===== config.mk =====
export PLATFORM = sky130hd
export DESIGN_NAME = router_src_arb_flat
export DESIGN_NICKNAME = d
export VERILOG_FILES = /design/src/rtl/router_src_arb_if.sv /design/src/rtl/router_src_arb.sv /design/src/flat_wrapper.sv
export SDC_FILE = /design/constraint.sdc
export NUM_CORES = 1
export LEC_CHECK = 0
export BUFFER_PORTS_ARGS = -buffer_cell sky130_fd_sc_hd__buf_2
export CAP_MARGIN = 0
export CORE_MARGIN = 4
export CORE_UTILIZATION = 56
export CTS_BUF_LIST = sky130_fd_sc_hd__clkbuf_2 sky130_fd_sc_hd__clkbuf_4 sky130_fd_sc_hd__clkbuf_8
export CTS_CLUSTER_DIAMETER = 80
export DETAILED_ROUTE_END_ITERATION = 8
export GPL_TIMING_DRIVEN = 0
export PLACE_DENSITY = 0.82
export SLEW_MARGIN = 0
export SYNTH_ARGS = -nofsm -noshare
export SYNTH_HDL_FRONTEND = slang
export SYNTH_SLANG_ARGS = --single-unit

===== constraint.sdc =====
create_clock -name clock -period 3.2 [get_ports clock]
set_input_delay 0.96 -clock clock [delete_from_list [all_inputs] [get_ports clock]]
set_output_delay 0.96 -clock clock [all_outputs]
set_load 0.01 [all_outputs]

===== src/rtl/router_src_arb_if.sv =====
// Source-side and router-side signal bundle for router_src_arb.
// Handshake: rtr_busy=1 from the router stalls the byte on rtr_data; a source byte is
// consumed on the rising edge that ends a cycle with src_pop[i]=1, and the source
// shows its next byte from the following cycle on.
interface router_src_arb_if;
    logic [2:0]  src_req;
    logic [23:0] src_data;
    logic [2:0]  src_pop;
    logic        rtr_busy;
    logic [7:0]  rtr_data;
    logic        rtr_pkt_valid;
    logic [2:0]  grant;
    logic        drop_pulse;
    logic [2:0]  dbg_state;

    modport slave (
        input  src_req, src_data, rtr_busy,
        output src_pop, rtr_data, rtr_pkt_valid, grant, drop_pulse, dbg_state
    );

    modport master (
        output src_req, src_data, rtr_busy,
        input  src_pop, rtr_data, rtr_pkt_valid, grant, drop_pulse, dbg_state
    );
endinterface


===== src/rtl/router_src_arb.sv =====
// Three-source round-robin front end for one router input: forwards header and payload,
// appends an XOR parity byte, flushes packets addressed to 2'b11, then idles a gap.
module router_src_arb #(
    parameter int GAP_CYCLES = 2  // legal range 1..15
) (
    input  logic            clock,
    input  logic            reset,
    router_src_arb_if.slave bus
);

    typedef enum logic [2:0] {
        S_IDLE    = 3'd0,
        S_HDR     = 3'd1,
        S_PAYLOAD = 3'd2,
        S_PARITY  = 3'd3,
        S_FLUSH   = 3'd4,
        S_GAP     = 3'd5
    } state_t;

    localparam logic [3:0] GAP_LOAD = 4'(GAP_CYCLES - 1);

    state_t     r_state;
    logic [2:0] r_grant;
    logic [1:0] r_last;
    logic [5:0] r_cnt;
    logic [7:0] r_parity;
    logic [3:0] r_gap;
    logic       r_drop;

    logic [7:0] w_byte;
    logic       w_drop_hdr;
    logic       w_pop_en;
    logic [1:0] w_first;
    logic [1:0] w_second;
    logic [1:0] w_third;
    logic [1:0] w_pick_idx;
    logic [2:0] w_pick_oh;
    logic       w_any_req;

    always_comb begin
        case (r_grant)
            3'b010:  w_byte = bus.src_data[15:8];
            3'b100:  w_byte = bus.src_data[23:16];
            default: w_byte = bus.src_data[7:0];
        endcase
    end

    assign w_drop_hdr = (r_state == S_HDR) && (w_byte[1:0] == 2'b11);

    // Search starts just after the last granted index on the ring 0->1->2->0.
    always_comb begin
        case (r_last)
            2'd0: begin
                w_first  = 2'd1;
                w_second = 2'd2;
                w_third  = 2'd0;
            end
            2'd1: begin
                w_first  = 2'd2;
                w_second = 2'd0;
                w_third  = 2'd1;
            end
            default: begin
                w_first  = 2'd0;
                w_second = 2'd1;
                w_third  = 2'd2;
            end
        endcase
        if (bus.src_req[w_first]) begin
            w_pick_idx = w_first;
        end else if (bus.src_req[w_second]) begin
            w_pick_idx = w_second;
        end else begin
            w_pick_idx = w_third;
        end
    end

    assign w_any_req = |bus.src_req;
    assign w_pick_oh = 3'b001 << w_pick_idx;

    // Reset gates the pop so an aborted packet never consumes another source byte.
    always_comb begin
        w_pop_en = 1'b0;
        case (r_state)
            S_HDR:     w_pop_en = w_drop_hdr || !bus.rtr_busy;
            S_PAYLOAD: w_pop_en = !bus.rtr_busy;
            S_FLUSH:   w_pop_en = 1'b1;
            default:   w_pop_en = 1'b0;
        endcase
        if (reset) begin
            w_pop_en = 1'b0;
        end
    end

    always_comb begin
        bus.rtr_data      = 8'h00;
        bus.rtr_pkt_valid = 1'b0;
        case (r_state)
            S_HDR: begin
                if (!w_drop_hdr) begin
                    bus.rtr_data      = w_byte;
                    bus.rtr_pkt_valid = 1'b1;
                end
            end
            S_PAYLOAD: begin
                bus.rtr_data      = w_byte;
                bus.rtr_pkt_valid = 1'b1;
            end
            S_PARITY: bus.rtr_data = r_parity;
            default: begin
                bus.rtr_data      = 8'h00;
                bus.rtr_pkt_valid = 1'b0;
            end
        endcase
    end

    assign bus.src_pop    = w_pop_en ? r_grant : 3'b000;
    assign bus.grant      = r_grant;
    assign bus.drop_pulse = r_drop;
    assign bus.dbg_state  = r_state;

    always_ff @(posedge clock) begin
        if (reset) begin
            r_state  <= S_IDLE;
            r_grant  <= 3'b000;
            r_last   <= 2'd2;
            r_cnt    <= 6'd0;
            r_parity <= 8'h00;
            r_gap    <= 4'd0;
            r_drop   <= 1'b0;
        end else begin
            r_drop <= 1'b0;
            case (r_state)
                S_IDLE: begin
                    if (w_any_req) begin
                        r_grant <= w_pick_oh;
                        r_last  <= w_pick_idx;
                        r_state <= S_HDR;
                    end
                end
                S_HDR: begin
                    if (w_drop_hdr) begin
                        r_cnt <= w_byte[7:2];
                        if (w_byte[7:2] == 6'd0) begin
                            r_drop  <= 1'b1;
                            r_gap   <= GAP_LOAD;
                            r_state <= S_GAP;
                        end else begin
                            r_state <= S_FLUSH;
                        end
                    end else if (!bus.rtr_busy) begin
                        r_cnt    <= w_byte[7:2];
                        r_parity <= w_byte;
                        r_state  <= (w_byte[7:2] == 6'd0) ? S_PARITY : S_PAYLOAD;
                    end
                end
                S_PAYLOAD: begin
                    if (!bus.rtr_busy) begin
                        r_parity <= r_parity ^ w_byte;
                        if (r_cnt != 6'd0) begin
                            r_cnt <= r_cnt - 6'd1;
                        end
                        if (r_cnt <= 6'd1) begin
                            r_state <= S_PARITY;
                        end
                    end
                end
                S_PARITY: begin
                    if (!bus.rtr_busy) begin
                        r_gap   <= GAP_LOAD;
                        r_state <= S_GAP;
                    end
                end
                S_FLUSH: begin
                    if (r_cnt != 6'd0) begin
                        r_cnt <= r_cnt - 6'd1;
                    end
                    if (r_cnt <= 6'd1) begin
                        r_drop  <= 1'b1;
                        r_gap   <= GAP_LOAD;
                        r_state <= S_GAP;
                    end
                end
                S_GAP: begin
                    if (r_gap == 4'd0) begin
                        r_grant <= 3'b000;
                        r_state <= S_IDLE;
                    end else begin
                        r_gap <= r_gap - 4'd1;
                    end
                end
                default: begin
                    r_grant <= 3'b000;
                    r_state <= S_IDLE;
                end
            endcase
        end
    end

endmodule


===== src/flat_wrapper.sv =====
// flat-port wrapper written by rule: the top's interface ports become plain ports
module router_src_arb_flat 
#(
    parameter int GAP_CYCLES = 2                      
)
  (clock, reset, bus_src_req, bus_src_data, bus_rtr_busy, bus_src_pop, bus_rtr_data, bus_rtr_pkt_valid, bus_grant, bus_drop_pulse, bus_dbg_state);
  router_src_arb_if bus_i ();
  input  logic clock;
  input  logic reset;
  input wire logic [$bits(bus_i.src_req)-1:0] bus_src_req;
  input wire logic [$bits(bus_i.src_data)-1:0] bus_src_data;
  input wire logic [$bits(bus_i.rtr_busy)-1:0] bus_rtr_busy;
  output wire logic [$bits(bus_i.src_pop)-1:0] bus_src_pop;
  output wire logic [$bits(bus_i.rtr_data)-1:0] bus_rtr_data;
  output wire logic [$bits(bus_i.rtr_pkt_valid)-1:0] bus_rtr_pkt_valid;
  output wire logic [$bits(bus_i.grant)-1:0] bus_grant;
  output wire logic [$bits(bus_i.drop_pulse)-1:0] bus_drop_pulse;
  output wire logic [$bits(bus_i.dbg_state)-1:0] bus_dbg_state;
  assign bus_i.src_req = bus_src_req;
  assign bus_i.src_data = bus_src_data;
  assign bus_i.rtr_busy = bus_rtr_busy;
  assign bus_src_pop = bus_i.src_pop;
  assign bus_rtr_data = bus_i.rtr_data;
  assign bus_rtr_pkt_valid = bus_i.rtr_pkt_valid;
  assign bus_grant = bus_i.grant;
  assign bus_drop_pulse = bus_i.drop_pulse;
  assign bus_dbg_state = bus_i.dbg_state;
  router_src_arb #(.GAP_CYCLES(GAP_CYCLES)) u_core (.clock(clock), .reset(reset), .bus(bus_i));
endmodule

==> results.json, run 1 <==
{
  "outcome": "finished with violations",
  "failed_checks": "setup timing",
  "clk_root_buf": "clkbuf_8",
  "fraction_of_the_mapped_netlist_area_in_adder_cells_pct": 1.743,
  "power_leakage_nw": 1.028,
  "route.detailed.wl_per_inst_um": 16.25,
  "multi_input_area_mm2": 0.001579,
  "worst_ep_arrival_time_ns": 2.31,
  "max-slew-margin-rel_pct": 50.05,
  "timing.final.hold_violations": 0,
  "place.gp.congestion": 0.9012,
  "type_of_the_setup_path_with_the_least_slack": "input pin to output port",
  "max-vdd-ir-drop_uv": 562.4,
  "floorplan.die.width_um": 70.01,
  "route.antenna.remaining_nets": 0,
  "pwr_density_mw_per_mm2": 915.8,
  "number_of_flops_mapped_to_enable_cells_by_yosys": 0,
  "initial_utilization_pct": 58.38,
  "final_max_slew_viols": 0,
  "synthDominantCellAreaShare_pct": 25.10,
  "muxShareOfSynthArea_pct": 4.184,
  "synth-seq-area-share_pct": 25.10,
  "drt_iter0_markers": 237,
  "die_area_mm2": 0.004901,
  "vias_per_cell": 6.405,
  "total_cts_buffers": 3,
  "fin_ws_ns": -0.07439,
  "ys.warnings.count": 0,
  "synth_top_family_by_area": "compound AO/OA/AOI/OAI gates",
  "cts_hold_buffers": 0,
  "overall_power_w": 0.002437,
  "worst_pin_slew_ns": 0.7464,
  "synthArstFlopShare_pct": 0,
  "synth.cell_area_mm2": 0.002153,
  "biggest_area_contributors_in_the_synthesized_netlist": "dfxtp_1, a21oi_1, nor2_1, mux2i_1, o21ai_1",
  "holdCritPathClass": "flop to flop",
  "startpoint_type": "input pin",
  "detail_route.drc_violations": 0,
  "setup_viol": 4,
  "synth_fp_nets": 324,
  "antenna_found_initial": 0,
  "final.min_clock_period_ns": 3.274,
  "postLayoutCellArea_mm2": 0.002661,
  "cts_tree": "built",
  "clock_insertion_delay_worst_skew_ns": 0.28,
  "cts_htree_levels": 1,
  "grt_remaining_overflow": 0,
  "fp.coreArea_mm2": 0.003689,
  "largest_fanout_of_any_net_on_the_critical_path": 7,
  "synth_top_area_cell": "dfxtp_1",
  "final.fill_count": 310,
  "placed_area_mm2": 0.002454,
  "grtUsageTotal_pct": 25.59,
  "place.detailed.hpwl_um": 4583,
  "syn_inst": 291,
  "maxClockFrequency_ghz": 0.3054,
  "row_count": 22,
  "route.vias.total": 2530,
  "minimum_setup_slack_after_placement_ns": -0.1705,
  "max_cap_viol_count": 0,
  "layout.core_utilization_pct": 72.15,
  "final_layout_size_suffix_gt1_share_pct": 27.09,
  "fraction_of_the_mapped_netlist_area_in_simple_logic_gates_pct": 25.80,
  "area.growth.synth_to_final_pct": 23.59,
  "boundaryPins": 49,
  "postSynth.topFlopCell": "dfxtp_1",
  "tritoncts_num_sinks": 27,
  "clk_pin_slew_worst_paths_ns": 0.09,
  "final-seq-area_um2": 541.8,
  "count_of_distinct_cell_types_in_the_synthesized_netlist": 57,
  "rsz0062_at_grt": "yes",
  "die_h_um": 70.01,
  "grt_max_degree": 16,
  "synth-compound-area-share_pct": 37.30,
  "grt_pass1_wl_um": 10560,
  "synth.ff_latch_count": 27,
  "grt_pass1_vias": 2314,
  "buffers_on_ports": 48,
  "yosys-top-cells-count": "nor2_1, a21oi_1, dfxtp_1",
  "route.final.wire_length_um": 6419,
  "cp-end-kind": "output port",
  "yosysMostFrequentCell": "nor2_1",
  "first_pass_iters": 6,
  "synthXorXnorAreaFrac_pct": 0,
  "layout.nets": 381,
  "synth.avg_cell_area_um2": 7.400,
  "clock_skew_ns": 0.002380,
  "max-clock-path-buffers": 2,
  "cp_data_required_time_ns": 2.24,
  "insertedDiodeCount": 0,
  "final.period_utilization_pct": 102.3
}
[worst max-delay path: stages]
cell	delay, ns
buf_6	0.10
nor3b_2	0.14
a211oi_2	0.33
a22oi_2	0.11
a21o_4	0.29
inv_4	0.08
a22o_1	0.16
buf_2	0.15
[final timing paths]
kind                                                end                from  slack, ns  cells past startpoint
worst max-delay path                    bus_rtr_data[1]     bus_src_data[1]      -0.07                      8
worst min-delay path                 u_core.r_parity[3]  u_core.r_parity[3]       0.50                      2
worst max register to register  u_core.bus.dbg_state[0]     u_core.r_cnt[0]       0.67                      8
worst min register to register       u_core.r_parity[3]  u_core.r_parity[3]       0.50                      2
[cell usage in the layout, fill, tap and decap left out, types with 3 or more instances in the layout]
| cell type | instances |
|---|---|
| mux2i_1 | 9 |
| clkbuf_1 | 5 |
| nand3_1 | 12 |
| ha_1 | 3 |
| clkbuf_2 | 3 |
| a31oi_1 | 6 |
| clkbuf_8 | 3 |
| a21oi_1 | 27 |
| nor2b_1 | 8 |
| a211oi_1 | 3 |
| buf_2 | 51 |
| o21ai_0 | 12 |
| a221o_1 | 4 |
| inv_1 | 13 |
| o31ai_1 | 3 |
| nor2_1 | 27 |
| dfxtp_1 | 26 |
| o21ai_1 | 11 |
| buf_4 | 4 |
| nor3_1 | 15 |
| o21ai_2 | 5 |
| nand2_1 | 16 |
| o221ai_1 | 6 |
| o22a_1 | 6 |
| a22oi_1 | 4 |
| nand2b_1 | 4 |
| buf_6 | 3 |
[timing repair]
| item | CTS | global route |
|---|---|---|
| buffers inserted | 3 | 1 |
| pin swaps | 5 | 11 |
| resized for setup | 8 | 22 |
| endpoints found under the setup margin | 12 | 12 |
[registers in the layout, indices dropped and copies added, names as in the netlist]
| register | flops |
|---|---|
| u_core.r_cnt | 6 |
| u_core.bus.grant | 3 |
| u_core.r_last | 2 |
| u_core.bus.dbg_state | 3 |
| u_core.r_parity | 8 |
| u_core.r_gap | 4 |
| u_core.bus.drop_pulse | 1 |
[routing by layer]
layer  GRT usage (%)  wire length [um]
met1           33.83              2845
met2           43.86              3084
met3           3.597               374
met4           5.957               115
met5               0                 0
[report_power, final]
part	switching, W	internal, W
Clock	0.000109	0.0000875
Combinational	0.000998	0.000679
Sequential	0.000120	0.000444
Total	0.00123	0.00121
[final cells by class]
cell class                      count  share of cell area, %
Timing Repair Buffer               52                  11.24
Tap cell                           48                  2.257
Clock buffer                        3                  1.551
Inverter                           15                  2.210
Multi-Input combinational cell    233                  59.33
Buffer                             16                  2.868
Clock inverter                      1                 0.1881
Sequential cell                    27                  20.36
[per-stage QoR]
step / hold slack [ns] / setup TNS, ns / std cells
floorplan: 0.4679 / 0 / 291
global placement: 0.4782 / -0.8021 / 387
detailed placement: 0.4896 / -1.196 / 387
CTS: 0.5031 / -0.04305 / 394
global route: 0.5302 / -0.8421 / 395
finish: 0.5020 / -0.1546 / 395
[logic make-up after synthesis]
logic type                 count (synthesis)
buffers and inverters                     31
and+or+nand+nor                          106
AOI/OAI and AO/OA                        115
muxes                                      9
DFF                                       27
adders and majority gates                  3
No activity file was read; power rests on OpenSTA's default activity.
==> run 2: changes to the inputs <==
- CORE_UTILIZATION: 56 -> 45
- CTS_CLUSTER_SIZE: default -> 20
- PLACE_DENSITY: 0.82 -> 0.68
==> run 2 against run 1 <==
Effect of this change:
- the run still ends with setup timing left
- first-iteration DRC count down 20%
- sequential power down 1%
- count of clock-buffer cells in the layout unchanged
- die area up 22%
- setup slack better by 0.069 ns
- clock power about the same
- sequential share of layout area up 0.56 points
- global-route usage down 5.0 points
- non-clock buffer count down 2
- flip-flop and latch count unchanged
- largest cell class unchanged
==> results.json, run 2 (synthesis results as in run 1) <==
{
  "outcome": "finished with violations",
  "failed_checks": "setup timing",
  "final.fill_count": 437,
  "hold_path_depth": 2,
  "final.min_clock_period_ns": 3.205,
  "grt_max_degree": 16,
  "vias_per_cell": 6.141,
  "route.antenna.remaining_nets": 0,
  "antenna_found_initial": 0,
  "pwr_density_mw_per_mm2": 897.0,
  "timing.final.hold_violations": 0,
  "worst_r2r_path_depth": 8,
  "detail_route.drc_violations": 0,
  "cts_tree": "built",
  "die_h_um": 77.18,
  "floorplan.die.width_um": 77.18,
  "setup.reg_to_reg.worst_slack_ns": 0.71,
  "max_flop_register": "u_core.r_parity",
  "cp_data_required_time_ns": 2.24,
  "placedCellCount": 391,
  "route.detailed.wl_per_inst_um": 15.20,
  "max-slew-margin-rel_pct": 52.89,
  "buffers_on_ports": 48,
  "fp.coreArea_mm2": 0.004504,
  "insertedDiodeCount": 0,
  "worst_ep_arrival_time_ns": 2.25,
  "boundaryPins": 49,
  "max-clock-path-buffers": 2,
  "fin_tns_setup_ns": -0.005279,
  "largest_fanout_of_any_net_on_the_critical_path": 7,
  "layout.nets": 379,
  "drt_iter0_markers": 189,
  "holdCritPathClass": "flop to flop",
  "worst_hold_startpoint": "u_core.r_parity[7]",
  "reg2reg_to": "u_core.bus.dbg_state[0]",
  "route.vias.total": 2438,
  "setup_viol": 1,
  "final.period_utilization_pct": 100.2,
  "place.detailed.hpwl_um": 4632,
  "clock_insertion_delay_worst_skew_ns": 0.28,
  "grtUsageTotal_pct": 20.61,
  "route.final.wire_length_um": 6035,
  "final_layout_size_suffix_gt1_share_pct": 23.19,
  "tritoncts_num_sinks": 27,
  "final_common_cell": "buf_2",
  "fin_ws_ns": -0.005279,
  "startpoint_type": "input pin",
  "largest_reg_flops": 8,
  "final_cell_count_no_fill": 397,
  "worst_pin_slew_ns": 0.7041,
  "first_pass_iters": 5,
  "rsz0062_at_grt": "yes",
  "place.gp.congestion": 0.8437,
  "grt_pass1_wl_um": 10360,
  "biggestRegsByFlops": "u_core.r_parity (8), u_core.r_cnt (6), u_core.r_gap (4)",
  "cp-end-kind": "output port",
  "type_of_the_setup_path_with_the_least_slack": "input pin to output port",
  "maxClockFrequency_ghz": 0.3120,
  "max-vdd-ir-drop_uv": 439.2,
  "clk_root_buf": "clkbuf_8",
  "overall_power_w": 0.002317,
  "area.growth.synth_to_final_pct": 19.99,
  "total_cts_buffers": 3,
  "cts_htree_levels": 1,
  "max_cap_viol_count": 0,
  "clk_pin_slew_worst_paths_ns": 0.10,
  "grt_remaining_overflow": 0,
  "placed_area_mm2": 0.002459,
  "final_max_slew_viols": 0,
  "grt_pass1_vias": 2224,
  "startpoint_of_the_worst_slack_reg_to_reg_timing_path": "u_core.r_cnt[0]",
  "power_leakage_nw": 0.9958,
  "postLayoutCellArea_mm2": 0.002584,
  "initial_utilization_pct": 47.81,
  "die_area_mm2": 0.005956,
  "clock_skew_ns": 0.01084,
  "worst_hold_path.endpoint": "u_core.r_parity[7]",
  "row_count": 24,
  "most-common-layout-cells": "buf_2, nor2_1, a21oi_1, dfxtp_1"
}
-- run 2: critical path: stages --
cell	delay [ns]
buf_2	0.09
nor4bb_1	0.12
a211oi_2	0.36
a22oi_2	0.12
a21o_4	0.26
o21ai_1	0.17
buf_2	0.16
-- run 2: how the worst max path moves through the flow --
stage / from / to / slack, ns / cells past startpoint
2_1_floorplan: bus_src_data[8] / bus_src_pop[0] / 0.13 / 6
3_3_place_gp: bus_src_data[8] / bus_rtr_data[1] / -0.17 / 8
3_5_place_dp: bus_src_data[8] / bus_rtr_data[1] / -0.16 / 8
4_1_cts: bus_src_data[9] / bus_src_pop[0] / -0.01 / 8
5_1_grt: bus_src_data[9] / bus_src_pop[0] / -0.10 / 8
6_report: bus_src_data[9] / bus_rtr_data[2] / -0.005 / 7
-- run 2: cell type report --
type                            instances  area (um^2)  share of cell area (%)
Multi-Input combinational cell        233         1540                   59.61
Sequential cell                        27        540.5                   20.92
Timing Repair Buffer                   50        261.5                   10.12
Buffer                                 16        71.32                   2.760
Tap cell                               52        65.06                   2.518
Inverter                               15        58.81                   2.276
Clock buffer                            3        41.29                   1.598
Clock inverter                          1        5.005                  0.1937
-- run 2: power breakdown --
group | leakage (nW) | switching [W] | internal, W | total (W)
sequential | 0.221 | 0.000113 | 0.000444 | 0.000557
combinational | 0.750 | 0.000937 | 0.000627 | 0.00156
clock | 0.0255 | 0.000109 | 0.0000873 | 0.000197
total | 0.996 | 0.00116 | 0.00116 | 0.00232
-- run 2: timing repair --
action	in CTS	in global routing
buffers inserted	2	0
endpoints found under the setup margin	11	11
hold buffers	0	0
resized for setup	9	4
pin swaps	6	0
cloned	0	0
-- run 2: stage by stage --
step	hold slack (ns)	setup WS, ns	util, %
after CTS	0.5038	-0.01020	56.94
after global routing	0.5406	-0.1039	57.36
after detailed placement	0.4886	-0.1648	54.58
after floorplan	0.4679	0.1340	-
after global placement	0.4788	-0.1725	54.58
final	0.5016	-0.005279	57.36
-- run 2: per-layer routing --
layer / GRT usage, % / wire length (um) / vias up / share of wire, %
li1: - / - / 1215 / -
met1: 27.93 / 2807 / 1149 / 47
met3: 3.513 / 339 / 8 / 5.6
met5: 0 / 0 / - / 0
met2: 33.85 / 2815 / 66 / 47
met4: 4.982 / 73 / 0 / 1.2
